$ cat src/rtl/serial_adder_ctrl.sv
// serial_adder_ctrl: bit-serial adder, one fulladder evaluation per clock, LSB first.
// Rev 1.0 - initial release.
`default_nettype none

module fulladder (
  input  logic x,
  input  logic y,
  input  logic ci,
  output logic s,
  output logic co
);
  logic w_p;
  assign w_p = x ^ y;
  assign s   = w_p ^ ci;
  assign co  = (x & y) | (ci & w_p);
endmodule

module serial_adder_ctrl #(
  parameter int WIDTH = 8
) (
  input  logic             clk,
  input  logic             rst_n,
  input  logic             start,
  input  logic [WIDTH-1:0] a,
  input  logic [WIDTH-1:0] b,
  input  logic             cin,
  output logic             busy,
  output logic             done,
  output logic [WIDTH-1:0] sum,
  output logic             cout,
  output logic             overflow
);
  localparam int CW = $clog2(WIDTH);

  typedef enum logic [1:0] {
    S_IDLE = 2'd0,
    S_RUN  = 2'd1,
    S_DONE = 2'd2
  } state_t;

  state_t           state_q, state_d;
  logic [WIDTH-1:0] op_a_q, op_a_d;
  logic [WIDTH-1:0] op_b_q, op_b_d;
  logic [WIDTH-1:0] res_q, res_d;
  logic [CW-1:0]    cnt_q, cnt_d;
  logic             carry_q, carry_d;
  logic             c_msb_q, c_msb_d;
  logic             busy_q, busy_d;
  logic             done_q, done_d;
  logic [WIDTH-1:0] sum_q, sum_d;
  logic             cout_q, cout_d;
  logic             ovf_q, ovf_d;

  logic fa_s, fa_co;

  fulladder u_fa (
    .x  (op_a_q[0]),
    .y  (op_b_q[0]),
    .ci (carry_q),
    .s  (fa_s),
    .co (fa_co)
  );

  always_comb begin
    state_d = state_q;
    op_a_d  = op_a_q;
    op_b_d  = op_b_q;
    res_d   = res_q;
    cnt_d   = cnt_q;
    carry_d = carry_q;
    c_msb_d = c_msb_q;
    busy_d  = busy_q;
    done_d  = 1'b0;
    sum_d   = sum_q;
    cout_d  = cout_q;
    ovf_d   = ovf_q;
    case (state_q)
      S_IDLE: begin
        // The done cycle is spent in IDLE, so busy stays up until a non-accepting edge.
        if (start) begin
          op_a_d  = a;
          op_b_d  = b;
          carry_d = cin;
          cnt_d   = '0;
          busy_d  = 1'b1;
          state_d = S_RUN;
        end else begin
          busy_d  = 1'b0;
        end
      end
      S_RUN: begin
        op_a_d  = op_a_q >> 1;
        op_b_d  = op_b_q >> 1;
        res_d   = {fa_s, res_q[WIDTH-1:1]};
        carry_d = fa_co;
        cnt_d   = cnt_q + CW'(1);
        if (cnt_q == CW'(WIDTH - 2)) c_msb_d = fa_co;
        if (cnt_q == CW'(WIDTH - 1)) state_d = S_DONE;
      end
      S_DONE: begin
        sum_d   = res_q;
        cout_d  = carry_q;
        ovf_d   = c_msb_q ^ carry_q;
        done_d  = 1'b1;
        state_d = S_IDLE;
      end
      default: state_d = S_IDLE;
    endcase
  end

  always_ff @(posedge clk or negedge rst_n) begin
    if (!rst_n) begin
      state_q <= S_IDLE;
      op_a_q  <= '0;
      op_b_q  <= '0;
      res_q   <= '0;
      cnt_q   <= '0;
      carry_q <= 1'b0;
      c_msb_q <= 1'b0;
      busy_q  <= 1'b0;
      done_q  <= 1'b0;
      sum_q   <= '0;
      cout_q  <= 1'b0;
      ovf_q   <= 1'b0;
    end else begin
      state_q <= state_d;
      op_a_q  <= op_a_d;
      op_b_q  <= op_b_d;
      res_q   <= res_d;
      cnt_q   <= cnt_d;
      carry_q <= carry_d;
      c_msb_q <= c_msb_d;
      busy_q  <= busy_d;
      done_q  <= done_d;
      sum_q   <= sum_d;
      cout_q  <= cout_d;
      ovf_q   <= ovf_d;
    end
  end

  assign busy     = busy_q;
  assign done     = done_q;
  assign sum      = sum_q;
  assign cout     = cout_q;
  assign overflow = ovf_q;
endmodule

`default_nettype wire
$ cat config.mk
export PLATFORM = sky130hd
export DESIGN_NAME = serial_adder_ctrl
export DESIGN_NICKNAME = d
export VERILOG_FILES = /design/src/rtl/serial_adder_ctrl.sv
export SDC_FILE = /design/constraint.sdc
export NUM_CORES = 1
export LEC_CHECK = 0
export CAP_MARGIN = 10
export CORE_ASPECT_RATIO = 0.7
export CORE_MARGIN = 5
export CORE_UTILIZATION = 45
export CTS_BUF_LIST = sky130_fd_sc_hd__clkbuf_4
export CTS_CLUSTER_SIZE = 12
export DETAILED_ROUTE_END_ITERATION = 7
export HOLD_SLACK_MARGIN = 0.1
export PLACE_DENSITY = 0.77
export SLEW_MARGIN = 0
export SYNTH_ARGS = -nofsm -noshare
export SYNTH_HDL_FRONTEND = slang
export SYNTH_SLANG_ARGS = --single-unit
$ cat constraint.sdc
create_clock -name clk -period 3.1 [get_ports clk]
set_input_delay 0.62 -clock clk [delete_from_list [all_inputs] [get_ports clk]]
set_output_delay 0.62 -clock clk [all_outputs]
set_load 0.005 [all_outputs]
==> impl_results.md <==
* Run status: completed
* Synthesized flop and latch total at 43
* Power Total at between 2 and 2.5 mW
* LEAKAGE at 0.9884 nW
* CP arrival at 2.36 ns
* Number of global-route vias before repair at 1288
* DRC violations left at 0
* Post-CTS sizing at 0
* Cell count after synthesis at 148
* Detailed Routing Iterations Pass 1 at 4
* Clock Pin Slew Worst Setup and Hold Paths at 0.12 ns
* IO buf count at 31
* Vias/cell at around 5.5
* Synth area leaders: dfrtp_1 (55%), mux2_2 (11%), o221a_2 (4.0%), nor3b_1 (3.8%), nor4b_1 (3.6%)
* Maximum clock insertion buffer count at 2
* Setup-failing EPs final at 0
* Clk_lat worst skew at roughly 0.35 ns
* Share of the synthesized area in the top cell type at about 55%
* Post-Syn Area per Cell at around 13 µm²
* Pins over their slew limit at 0
* CTS tree: done
* Part of the Yosys area used for sequential elements at 54.74%
* R2r setup slk at between 0.9 and 1 ns
* Core ar. at 4279 µm²
* Max FO, Critical Path at 36
* Crit Reg-Reg Startpoint: state_q[0]
* DRT Wirelength at 3607 µm
* DR vias at roughly 1300
* DRT antenna net count at 0
* Synth unique cells at 27
* Die width at 89.00 µm
* RSZ-0062 raised after global routing: no
* CP startpoint kind: register
* Endpoint required time on the critical path at 3.35 ns
* Detailed Place HPWL at approximately 2400 µm
* Total power per unit cell area at 893.1 nW/µm²
* Worst Max-Slew Pin Slew at 0.9419 ns
* Largest delay contributor family on the critical path: flip-flops
* Cts hold-fix bufs at 0
* DR WL/cell at 15.82 µm
* Crit path max-delay cell type: dfrtp_1
* Min cycle time layout at 2.112 ns
* Setup bufs post-CTS at 0
* Max_slew headroom at 37.21%
* Root buffer cell: clkbuf_4
* CP max stage delay at slightly below 1 ns
* Fill cell count at 339
* Initial antenna violation count at 0
* R2R Path End: op_b_q[4]
* Multi-input gate area at 789.5 µm²
* Final Non-Filler Cells at 228
* Gpl congestion at about 0.73
* Register-to-Register Path Depth at 2
* Final period util at 68.14%
* Proportion of layout cells with a drive suffix above 1 at 21.39%
* Biggest area consumer among synthesized cells: dfrtp_1
* Worst path cell trace: nand2b_1, o221a_2
* Global-route wire length before repair at 6396 µm
* Num rows at 20
* DP Cell Count at 222
* Final hold vios at 0
* Total Nets Final at 198
* Largest net degree at the start of global routing at between 40 and 50
* Initial Util at a little under half
* Hold/Removal Path Class: primary input to async pin
* Fin Clk Skew at 0.02015 ns
* Ys Warns at 0
* GR Overflow Total at 0
* Fmax at between 400 and 500 MHz
* H-Tree Depth at 2
* ANT cells at 0
* Synthesized area at between 1500 and 2000 µm²
* Reg area at 1076 µm²
* Worst Setup End Kind: register
* Critical path class: register to register
* Setup TNS at 0 ns
* Bufs and invs on worst path at 0
* Iter 0 DRT Violations at 89
* GRT Resource Usage Total at 14.35%
* Synthesized net count at 172
* Worst vdd ir at ~0.31 mV
* Full die area at 5811 µm²
* Die Y at 65.30 µm
* Synth-to-Final Area Change at 18.14%
* # Max-Cap Violations at 0
* CTS Buf Count at 5
* Sink Count at between 40 and 50
* I/O Pins at 32
[power breakdown]
part	total (mW)	internal, mW	switching [mW]	leakage [nW]
clock	0.255	0.0897	0.165	0.0276
sequential	1.04	0.822	0.221	0.511
combinational	0.775	0.496	0.279	0.450
[synth_stat cells]
master,number
dfrtp_1,43
mux2_2,20
inv_1,10
nor3b_1,10
a211oi_1,8
buf_2,8
nor4b_1,8
o221a_2,7
or4b_1,7
nand2b_1,4
ha_1,3
a211o_1,2
buf_4,2
clkbuf_1,2
nor4bb_1,2
a21oi_1,1
a22o_1,1
and2_1,1
fa_1,1
mux2i_1,1
nand4b_1,1
nor2_1,1
nor2b_2,1
o21ba_2,1
o21bai_2,1
o2bb2ai_1,1
xor2_1,1
[flip-flops by register name (all words and copies together), names as in the netlist]
signal and cells:
overflow 1, state_q 2, sum 8, done 1
c_msb_q 1, op_b_q 8, op_a_q 8, busy 1
res_q 8, cout 1, carry_q 1, cnt_q 3
[routing by layer]
| metal | track usage [%] | vias up | share of wire, % | wire length [µm] |
|---|---|---|---|---|
| met5 | 0 | - | 0 | 0 |
| met4 | 6.134 | 0 | 1.9 | 67 |
| met3 | 4.135 | 7 | 5.3 | 192 |
| met2 | 20.74 | 20 | 47 | 1704 |
| met1 | 20.03 | 630 | 46 | 1642 |
| li1 | - | 597 | - | - |
[cell families after synthesis]
logic type / Yosys count / share of synthesized area [%]
AND/OR/NAND/NOR: 35 / 14.64
AO/OA/AOI/OAI: 22 / 10.19
buffers and inverters: 22 / 5.093
multiplexers: 21 / 11.97
flip-flops: 43 / 54.74
adder cells (fa/ha/maj): 4 / 2.928
XOR/XNOR: 1 / 0.4457
[worst max-delay path by stage]
| stage | startpoint | to | slack, ns | cells after the start |
|---|---|---|---|---|
| finish | state_q[0] | op_b_q[4] | 0.99 | 2 |
| global route | state_q[0] | carry_q | 0.81 | 2 |
| CTS | state_q[0] | op_b_q[4] | 0.97 | 2 |
| detailed placement | start | op_b_q[4] | 0.82 | 3 |
| global placement | start | op_a_q[5] | 0.87 | 3 |
| floorplan | start | op_a_q[5] | 1.67 | 3 |
[layout by cell type (no fill, tap or decap)]
cell	netlist	final
nand4b_1	1	1
nor2_1	1	1
nor2b_2	1	1
o21bai_2	1	1
mux2_2	20	20
o21ba_2	1	1
nor4b_1	8	8
ha_1	3	3
and2_1	1	1
inv_1	10	10
clkdlybuf4s50_1	0	30
fa_1	1	1
or4b_1	7	7
xor2_1	1	1
a211oi_1	8	8
o221a_2	7	7
nand2b_1	4	4
mux2i_1	1	1
nor3b_1	10	10
o2bb2ai_1	1	1
buf_2	8	1
nor4bb_1	2	2
a21oi_1	1	1
a22o_1	1	1
dfrtp_1	43	43
a211o_1	2	2
clkbuf_4	0	6
[final cells by class]
class	count	area share [%]
sequential	43	46.34
inverter	10	1.616
timing repair buffer	31	13.15
clock buffer	6	1.940
multi-input combinational	83	34.00
tap	55	2.963
[through the flow]
| stage | utilization [%] | instance area (µm²) | setup WS [ns] | hold slack (ns) |
|---|---|---|---|---|
| 2_1_floorplan | - | 1966 | 1.669 | 0.3244 |
| 3_3_place_gp | 53.22 | 2277 | 0.8660 | 0.4881 |
| 3_5_place_dp | 53.22 | 2277 | 0.8162 | 0.4984 |
| 4_1_cts | 54.27 | 2322 | 0.9712 | 0.4230 |
| 5_1_grt | 54.27 | 2322 | 0.8077 | 0.4952 |
| 6_report | 54.27 | 2322 | 0.9877 | 0.3984 |
Power figures use the tool's default switching activity.
